File: src/rtl/dragster_pkg.sv
// dragster_pkg: frame geometry, register map, FSM states and address check.
package dragster_pkg;
  localparam int FRAME_BITS = 16;
  localparam int ADDR_BITS = 8;
  localparam int READ_FLAG_BIT = 7;
  localparam int UPDATE_BIT = 7;
  localparam logic [3:0] CTRL1 = 4'd1;
  localparam logic [3:0] CTRL2 = 4'd2;
  localparam logic [3:0] ADC_GAIN = 4'd3;
  localparam logic [3:0] CTRL3 = 4'd5;
  localparam logic [3:0] ADC_END = 4'd9;
  typedef enum logic [1:0] {IDLE, ADDR, DATA, WAIT_END} state_t;
  function automatic logic addr_ok(input logic [6:0] a, input int n);
    return a[6:4] == 3'b000 && int'(a[3:0]) < n;
  endfunction
endpackage

File: src/rtl/dragster_sync.sv
// dragster_sync: multi-flop synchronizer for one asynchronous input bit.
module dragster_sync #(
  parameter int STAGES = 2
) (
  input  logic clk,
  input  logic reset_n,
  input  logic d,
  output logic q
);
  logic [STAGES-1:0] ff;
  logic [STAGES:0] sh;
  assign sh = {ff, d};
  assign q = ff[STAGES-1];
  always_ff @(posedge clk or negedge reset_n)
    if (!reset_n) ff <= '0;
    else ff <= sh[STAGES-1:0];
endmodule

File: src/rtl/dragster_spi_responder.sv
// dragster_spi_responder: SPI mode-0 register responder (16-bit LSB-first frames).
// Define DRAGSTER_READBACK_EN to let read frames return register contents on miso.
module dragster_spi_responder
  import dragster_pkg::*;
#(
  parameter int NUM_REGS = 16,
  parameter int SYNC_STAGES = 2
) (
  input  logic       clk,
  input  logic       reset_n,
  input  logic       sclk,
  input  logic       ss_n,
  input  logic       mosi,
  output logic       miso,
  output logic       miso_oe,
  output logic       wr_strobe,
  output logic [3:0] wr_addr,
  output logic [7:0] wr_data,
  output logic       update_pulse,
  output logic       frame_error
);
  localparam int IW = $clog2(NUM_REGS);
  state_t state, state_nx;
  logic sclk_s, ss_s, mosi_s, sclk_d, ss_d;
  logic rise, ss_fall, ss_rise, abort, to_data, done, wr_go;
  logic [3:0] bit_cnt;
  logic [7:0] sh, addr_q, rx_byte;
  logic [NUM_REGS-1:0][7:0] regs;
  dragster_sync #(.STAGES(SYNC_STAGES)) u_sync_sclk (.clk(clk), .reset_n(reset_n), .d(sclk), .q(sclk_s));
  dragster_sync #(.STAGES(SYNC_STAGES)) u_sync_ss (.clk(clk), .reset_n(reset_n), .d(ss_n), .q(ss_s));
  dragster_sync #(.STAGES(SYNC_STAGES)) u_sync_mosi (.clk(clk), .reset_n(reset_n), .d(mosi), .q(mosi_s));
  always_comb begin
    rise = sclk_s & ~sclk_d;
    ss_fall = ~ss_s & ss_d;
    ss_rise = ss_s & ~ss_d;
    abort = (state == ADDR || state == DATA) && ss_rise;
    rx_byte = {mosi_s, sh[7:1]};
    to_data = state == ADDR && rise && !ss_rise && bit_cnt == 4'(ADDR_BITS - 1);
    done = state == DATA && rise && !ss_rise && bit_cnt == 4'(FRAME_BITS - 1);
    wr_go = done && !addr_q[READ_FLAG_BIT] && addr_ok(addr_q[6:0], NUM_REGS);
    state_nx = abort ? IDLE :
               to_data ? DATA :
               done ? WAIT_END :
               (state == IDLE && ss_fall) ? ADDR :
               (state == WAIT_END && ss_rise) ? IDLE : state;
  end
  always_ff @(posedge clk or negedge reset_n)
    if (!reset_n) state <= IDLE;
    else state <= state_nx;
  always_ff @(posedge clk or negedge reset_n)
    if (!reset_n) begin
      sclk_d <= 1'b0;
      ss_d <= 1'b0;
      bit_cnt <= '0;
      sh <= '0;
      addr_q <= '0;
      regs <= '0;
      wr_strobe <= 1'b0;
      wr_addr <= '0;
      wr_data <= '0;
      update_pulse <= 1'b0;
      frame_error <= 1'b0;
    end else begin
      sclk_d <= sclk_s;
      ss_d <= ss_s;
      if (state == IDLE && ss_fall) bit_cnt <= '0;
      else if (rise && (state == ADDR || state == DATA)) begin
        bit_cnt <= bit_cnt + 4'd1;
        sh <= rx_byte;
      end
      if (to_data) addr_q <= rx_byte;
      if (wr_go) begin
        regs[addr_q[IW-1:0]] <= rx_byte;
        wr_addr <= addr_q[3:0];
        wr_data <= rx_byte;
      end
      wr_strobe <= wr_go;
      update_pulse <= wr_go && addr_q[3:0] == CTRL1 && rx_byte[UPDATE_BIT];
      frame_error <= abort || (done && !addr_ok(addr_q[6:0], NUM_REGS));
    end
`ifdef DRAGSTER_READBACK_EN
  logic fall, miso_q;
  logic [7:0] tx;
  assign fall = ~sclk_s & sclk_d;
  assign miso = miso_q;
  assign miso_oe = state != IDLE && !ss_s;
  // tx is loaded at the end of the address byte, so the first data bit is ready for the next falling edge
  always_ff @(posedge clk or negedge reset_n)
    if (!reset_n) begin
      tx <= '0;
      miso_q <= 1'b0;
    end else begin
      if (to_data) tx <= (rx_byte[READ_FLAG_BIT] && addr_ok(rx_byte[6:0], NUM_REGS)) ? regs[rx_byte[IW-1:0]] : 8'h00;
      else if (fall && state == DATA) tx <= tx >> 1;
      miso_q <= (state == DATA && !ss_s) ? (fall ? tx[0] : miso_q) : 1'b0;
    end
`else
  logic unused_regs;
  assign unused_regs = ^regs;
  assign miso = 1'b0;
  assign miso_oe = 1'b0;
`endif
endmodule

File: config.mk
export PLATFORM = sky130hd
export DESIGN_NAME = dragster_spi_responder
export DESIGN_NICKNAME = d
export VERILOG_FILES = /design/src/rtl/dragster_pkg.sv /design/src/rtl/dragster_sync.sv /design/src/rtl/dragster_spi_responder.sv
export SDC_FILE = /design/constraint.sdc
export NUM_CORES = 1
export LEC_CHECK = 0
export BUFFER_PORTS_ARGS = -buffer_cell sky130_fd_sc_hd__buf_2
export CORE_UTILIZATION = 35
export CTS_CLUSTER_DIAMETER = 120
export DETAILED_ROUTE_END_ITERATION = 16
export PLACE_DENSITY = 0.56
export REMOVE_ABC_BUFFERS = 1
export SYNTH_ARGS = -nofsm -noshare
export SYNTH_HDL_FRONTEND = slang
export SYNTH_SLANG_ARGS = --single-unit
File: constraint.sdc
create_clock -name clk -period 2.25 [get_ports clk]
set_input_delay 0.225 -clock clk [delete_from_list [all_inputs] [get_ports clk]]
set_output_delay 0.225 -clock clk [all_outputs]
set_load 0.02 [all_outputs]
==> metrics.txt, run 1 <==
run status finished, final reports clean; mux cell area share after synthesis 19.4%; worst-path cell chain or4_4 > or4_4 > mux2_4; Seq cells post-synth 44; initial antenna violation count 0; largest cells by area after synthesis dfrtp_1 61%, mux2_2 11%, mux2_4 8.3%; CTS H-Tree Depth 2; CORE AREA 0.00485 mm²; Synth area leader dfrtp_1; RD Place Congestion 0.767; CP Data Required Time 2.43 ns; clk_skew 0.00769 ns; Synth Area in XOR/XNOR 0.968%; I/O Pins 22; CTS root buffer clkbuf_8; syn avg cell area 14.8 µm²; Final Util 43.2%; number of flops mapped to enable cells by yosys 0; DR pass1 iterations 4; static leakage 1.07 nW; CTS tree yes; top-count cell post-synth dfrtp_1; die area 0.00546 mm²; dpl ws 0.244 ns; R2R Setup Slk 0.25 ns; vias per cell 4.79; Final #Nets 156; Post-DRT Antenna Nets 0; initial drt markers 23; setup bufs post-CTS 0; PD cells 934 mW/mm²; I/O Buffers 19; top_reg_cell synth dfrtp_1; post_cts resized 0; Final min period 2.00 ns; die width 73.9 µm; pin count of the biggest net entering global routing 45; Post-DP HPWL 2.08 mm; Vias 1024; largest family of logic cells by synthesized area multiplexers; Startpoint Class flip-flop; Synth top area share 60.9%; Max-Cap Viols 0; first-pass GRT wire length 5.19 mm; CTS Hold Bufs 0; slew at the pin with the worst max-slew slack 0.953 ns; placed cell area 0.00197 mm²; Die Ht 73.9 µm; Synth Warn # 0; Setup crit end wr_addr[2]; HP Class input pin to flip-flop; clock sinks 44; cells after synthesis 122; Top cell by count, worst path or4_4; Clock Path Buffers 2; Synth async-reset ratio 100%; Slew headroom 36.4%; row cnt 25; Synth Area in Compound Gates 3.39%; Starting Density 37.3%; # DRC 0; Clock Latency Late Sink 0.29 ns; number of global-route vias before repair 1046; Synth top cells by count 44 x dfrtp_1, 17 x mux2_2, 10 x mux2_4; library cells used by synthesis 36; Arr. time, crit path 2.18 ns; Synth-to-Final Area Change 15.8%; reg2reg start addr_q[5]; final WL 2.97 mm; Simple-Gate Fraction of Synth Area 9.20%; final hold vios 0; layout cells sized above 1 40.8%; Worst Setup Path Type flip-flop to flip-flop; Total GRT Usage 13.0%; post-DR wirelength/cell 13.9 µm; adder-cell share of the synthesized area 3.46%; worst r2r dst wr_addr[2]; final setup violation count 0; worst-case vdd ir drop 0.415 mV; number of diodes 0; fin crit share 89.1%; nature of the critical path endpoint flip-flop; max-slew violation count 0; Seq/Total Area, Yosys 60.9%; fin area 0.00209 mm²; crit path max-delay cell type or4_4; final setup margin 0.245 ns; Overflow after GRT 0; largest fanout on the critical path 12; Crit. Startpoint addr_q[5]; Fmax 499 MHz; FF-to-FF path depth 3; clk slew on worst S/H paths 0.08 ns; CP peak stage delay 0.63 ns; CTS Buf Count 5; RSZ-0062 raised after global routing no; Mapped Area 0.00181 mm²; setup TNS 0 ns
[worst max-delay path, delay by kind of cell (launching register included)]
family / cells / cell delay [ns]
flip-flops: 1 / 0.40
multiplexers: 1 / 0.35
AND/OR/NAND/NOR: 2 / 1.15
[worst min path at each step]
stage,startpoint,end,slack (ns),cells past startpoint
floorplan,reset_n,addr_q[0],-0.07,0
global placement,u_sync_mosi.ff[0],u_sync_mosi.ff[1],0.33,0
detailed placement,mosi,u_sync_mosi.ff[0],0.33,1
CTS,mosi,u_sync_mosi.ff[0],0.03,1
global route,mosi,u_sync_mosi.ff[0],0.02,1
finish,mosi,u_sync_mosi.ff[0],0.04,1
[layout make-up]
cell class | instances | area (µm²)
fill | 460 | 2750
tap | 67 | 83.8
clock inverter | 2 | 38.8
sequential | 44 | 1100
timing repair buffer | 21 | 110
multi-input combinational | 71 | 667
clock buffer | 6 | 82.6
inverter | 3 | 11.3
[per-layer routing]
metal | wire length (µm) | share of wire (%) | track usage (%)
met3 | 126 | 4.2 | 4.25
met1 | 1420 | 48 | 17.1
met2 | 1380 | 46 | 19.9
met4 | 51 | 1.7 | 5.13
met5 | 0 | 0 | 0
[state kept, by name, summed over array words and instances, names as in the netlist, 2 cells and up]
register	cells
state	2
sh	7
u_sync_sclk.ff	2
bit_cnt	4
wr_data	8
u_sync_ss.ff	2
wr_addr	4
addr_q	8
u_sync_mosi.ff	2
[per-stage QoR]
stage	hold slack [ns]	std cells	power, mW
2_1_floorplan	-0.0706	118	1.24
3_3_place_gp	0.333	206	1.33
3_5_place_dp	0.335	206	1.35
4_1_cts	0.0292	214	1.98
5_1_grt	0.0238	214	2.07
6_report	0.0433	214	1.96
[power breakdown]
group / switching (mW) / internal [mW]
logic: 0.142 / 0.161
registers: 0.121 / 0.914
clock network: 0.256 / 0.363
total: 0.519 / 1.44
[cell families after synthesis]
| logic type | after synthesis |
|---|---|
| XOR/XNOR | 2 |
| buffers and inverters | 8 |
| multiplexers | 28 |
| AND/OR/NAND/NOR | 25 |
| adder cells (fa/ha/maj) | 5 |
| flip-flops | 44 |
| AO/OA/AOI/OAI | 9 |
| other | 1 |
[cell usage in the layout (no fill, tap or decap)]
cell type  synthesis  final
or3_1              1      1
buf_2              0     19
clkbuf_8           0      6
conb_1             1      2
o21a_1             1      1
mux2i_1            1      1
a211oi_1           1      1
o21ai_0            2      2
nand2_1            1      1
nor4_1             2      2
clkinv_4           0      1
ha_1               5      5
or2_2              1      1
nand4_1            1      1
nor3_1             1      1
or4_4              2      2
nor4b_1            1      1
nor3_2             1      1
nor2_1             4      4
nor2b_1            1      1
mux2_4            10     10
o31ai_1            1      1
nand3b_1           1      1
and3b_1            1      1
o32a_1             1      1
mux2_2            17     17
a21oi_1            2      2
dfrtp_1           44     44
a211o_1            1      1
bufinv_16          0      1
nand3_1            1      1
xor2_1             2      2
and2_1             1      1
nand2b_1           2      2
nand4b_1           2      2
buf_4              2      2
inv_1              3      3
and3_1             1      1
(Power assumes the default switching activity.)
==> run 2: changes to the inputs <==
--- a/config.mk
+++ b/config.mk
@@ -11,6 +11,8 @@
 export DETAILED_ROUTE_END_ITERATION = 16
 export PLACE_DENSITY = 0.56
 export REMOVE_ABC_BUFFERS = 1
+export SKIP_LAST_GASP = 1
 export SYNTH_ARGS = -nofsm -noshare
 export SYNTH_HDL_FRONTEND = slang
+export SYNTH_HIERARCHICAL = 1
 export SYNTH_SLANG_ARGS = --single-unit
==> run 2 against run 1 <==
Routed wire length down 6.2%. Power down 2.3%. Sequential power about the same. Non-clock buffer count up 1. Critical path depth up 3. Cell area down 1.7%. Critical path type unchanged.
==> metrics.txt, run 2 <==
run status finished, final reports clean (unchanged); Clock Latency Late Sink 0.29 ns (about the same); setup bufs post-CTS 0 (unchanged); I/O Pins 22 (unchanged); layout cells sized above 1 42.2% (was 40.8%); Seq/Total Area, Yosys 62.1% (was 60.9%); Setup crit end wr_data[2] (was wr_addr[2]); syn avg cell area 14.8 µm² (about the same); Worst Setup Path Type flip-flop to flip-flop (unchanged); number of diodes 0 (unchanged); largest fanout on the critical path 14 (was 12); setup TNS 0 ns (unchanged); reg2reg start state[0] (was addr_q[5]); post-DR wirelength/cell 13.0 µm (was 13.9 µm); PD cells 929 mW/mm² (was 934 mW/mm²); worst-case vdd ir drop 0.536 mV (was 0.415 mV); Clock Path Buffers 2 (unchanged); Seq cells post-synth 44 (unchanged); I/O Buffers 19 (unchanged); static leakage 1.02 nW (was 1.07 nW); Mapped Area 0.00177 mm² (was 0.00181 mm²); combinational fraction of design power 15.6% (was 15.5%); max-slew violation count 0 (unchanged); worst r2r dst wr_data[2] (was wr_addr[2]); vias per cell 4.56 (was 4.79); first-pass GRT wire length 4.70 mm (was 5.19 mm); CTS H-Tree Depth 2 (unchanged); final hold vios 0 (unchanged); post_cts resized 0 (unchanged); clock sinks 44 (unchanged); switching power 0.511 mW (was 0.519 mW); largest cells by area after synthesis dfrtp_1 62%, mux2_2 17%, ha_1 3.5% (was dfrtp_1 61%, mux2_2 11%, mux2_4 8.3%); row cnt 25 (unchanged); Synth-to-Final Area Change 16.2% (was 15.8%); Final Util 43.0% (was 43.2%); CP Data Required Time 2.42 ns (was 2.43 ns); Post-DRT Antenna Nets 0 (unchanged); Vias 976 (was 1024); RD Place Congestion 0.803 (was 0.767); Total GRT Usage 11.9% (was 13.0%); final setup violation count 0 (unchanged); pin count of the biggest net entering global routing 45 (unchanged); most common cell after layout, fill and taps aside dfrtp_1 (unchanged); CTS Hold Bufs 0 (unchanged); FF-to-FF path depth 6 (was 3); Max-Cap Viols 0 (unchanged); slew at the pin with the worst max-slew slack 0.955 ns (was 0.953 ns); most frequent cells in the layout 44 x dfrtp_1, 27 x mux2_2, 19 x buf_2 (was 44 x dfrtp_1, 19 x buf_2, 17 x mux2_2); library cells used by synthesis 35 (was 36); initial antenna violation count 0 (unchanged); final WL 2.79 mm (was 2.97 mm); FF+latch area 0.00110 mm² (unchanged); Final #Nets 156 (unchanged); clk slew on worst S/H paths 0.08 ns (about the same); Startpoint Class flip-flop (unchanged); Seq pwr share 53.6% (was 52.9%); R2R Setup Slk 0.35 ns (was 0.25 ns); DR pass1 iterations 4 (unchanged); RSZ-0062 raised after global routing no (unchanged); Fill cells 444 (was 460); Synth Warn # 6 (was 0); Crit. Startpoint state[0] (was addr_q[5]); Arr. time, crit path 2.07 ns (was 2.18 ns); top-count cell post-synth dfrtp_1 (unchanged); CTS Buf Count 5 (unchanged); nature of the critical path endpoint flip-flop (unchanged); Die Ht 73.1 µm (was 73.9 µm); fin crit share 84.4% (was 89.1%); top_reg_cell synth dfrtp_1 (unchanged); Fmax 526 MHz (was 499 MHz); cells after synthesis 120 (was 122); Clk pwr share 30.7% (was 31.6%); number of global-route vias before repair 987 (was 1046); CTS root buffer clkbuf_8 (unchanged); Synth top area share 62.1% (was 60.9%); die area 0.00535 mm² (was 0.00546 mm²); CTS tree yes (unchanged); clk_skew 0.00879 ns (was 0.00769 ns); number of flops mapped to enable cells by yosys 0 (unchanged); multi-input logic area 633 µm² (was 667 µm²); Final min period 1.90 ns (was 2.00 ns); biggest regs addr_q: 8 flops, wr_data: 8 flops, sh: 7 flops (unchanged); P_int 1.40 mW (was 1.44 mW); die width 73.1 µm (was 73.9 µm); HP Class input pin to flip-flop (unchanged); Synth async-reset ratio 100% (unchanged); Synth area leader dfrtp_1 (unchanged); initial drt markers 68 (was 23); Starting Density 37.0% (was 37.3%); Synth top cells by count 44 x dfrtp_1, 27 x mux2_2, 5 x ha_1 (was 44 x dfrtp_1, 17 x mux2_2, 10 x mux2_4); Post-DP HPWL 1.97 mm (was 2.08 mm); Overflow after GRT 0 (unchanged); Slew headroom 36.3% (was 36.4%); # DRC 0 (unchanged); CORE AREA 0.00479 mm² (was 0.00485 mm²); Switching Fraction 26.7% (was 26.5%)
[run 2: cell families after synthesis]
logic type	count (synthesis)	synth area share, %
AND/OR/NAND/NOR	24	9.68
adder cells (fa/ha/maj)	5	3.53
flip-flops	44	62.1
XOR/XNOR	2	0.989
AO/OA/AOI/OAI	9	3.39
other	1	0.212
multiplexers	28	17.7
buffers and inverters	7	2.33
[run 2: metal layers]
layer | part of all wire (%) | global-route usage, % | vias up
met5 | 0 | 0 | -
met4 | 0.68 | 4.58 | 0
met3 | 4.3 | 4.14 | 2
met2 | 46 | 18.3 | 18
met1 | 48 | 15.4 | 486
li1 | - | - | 470
[run 2: power by group through the flow]
stage                     Combinational [mW]  Clock [mW]  Sequential (mW)
after floorplan                        0.231           0             1.01
after global placement                 0.286           0             1.04
after detailed placement               0.300           0             1.04
after CTS                              0.302       0.608             1.03
after global routing                   0.340       0.636             1.05
final                                  0.299       0.587             1.03
[run 2: cell type report]
class                   instances  area share, %
flip-flops and latches         44           53.5
inverters                       3          0.547
clock inverters                 3           2.07
multi-input cells              70           30.8
repair buffers                 22           5.71
well taps                      67           4.07
clock buffers                   5           3.34
[run 2: worst min-delay path by stage]
| stage | from | end | cells past startpoint |
|---|---|---|---|
| 3_3_place_gp | u_sync_ss/ff[0] | u_sync_ss/ff[1] | 0 |
| 2_1_floorplan | reset_n | addr_q[0] | 0 |
| 5_1_grt | mosi | u_sync_mosi/ff[0] | 1 |
| 3_5_place_dp | mosi | u_sync_mosi/ff[0] | 1 |
| 6_report | mosi | u_sync_mosi/ff[0] | 1 |
| 4_1_cts | mosi | u_sync_mosi/ff[0] | 1 |
[run 2: through the flow]
stage | area (µm²) | setup slack [ns] | power [mW] | hold WS (ns) | std cells
6_report | 2060 | 0.350 | 1.91 | 0.0410 | 214
5_1_grt | 2060 | 0.218 | 2.02 | 0.0199 | 214
4_1_cts | 2060 | 0.332 | 1.94 | 0.0271 | 214
3_5_place_dp | 1950 | 0.355 | 1.34 | 0.334 | 206
3_3_place_gp | 1950 | 0.419 | 1.32 | 0.335 | 206
2_1_floorplan | 1750 | 0.349 | 1.24 | -0.0706 | 117
[run 2: worst max-delay path: stages, from the launching register on]
cell and delay [ns]:
dfrtp_1 0.44, inv_1 0.11, ha_1 0.19, nand4_1 0.18, nor4_4 0.24, buf_4 0.25, mux2_2 0.36
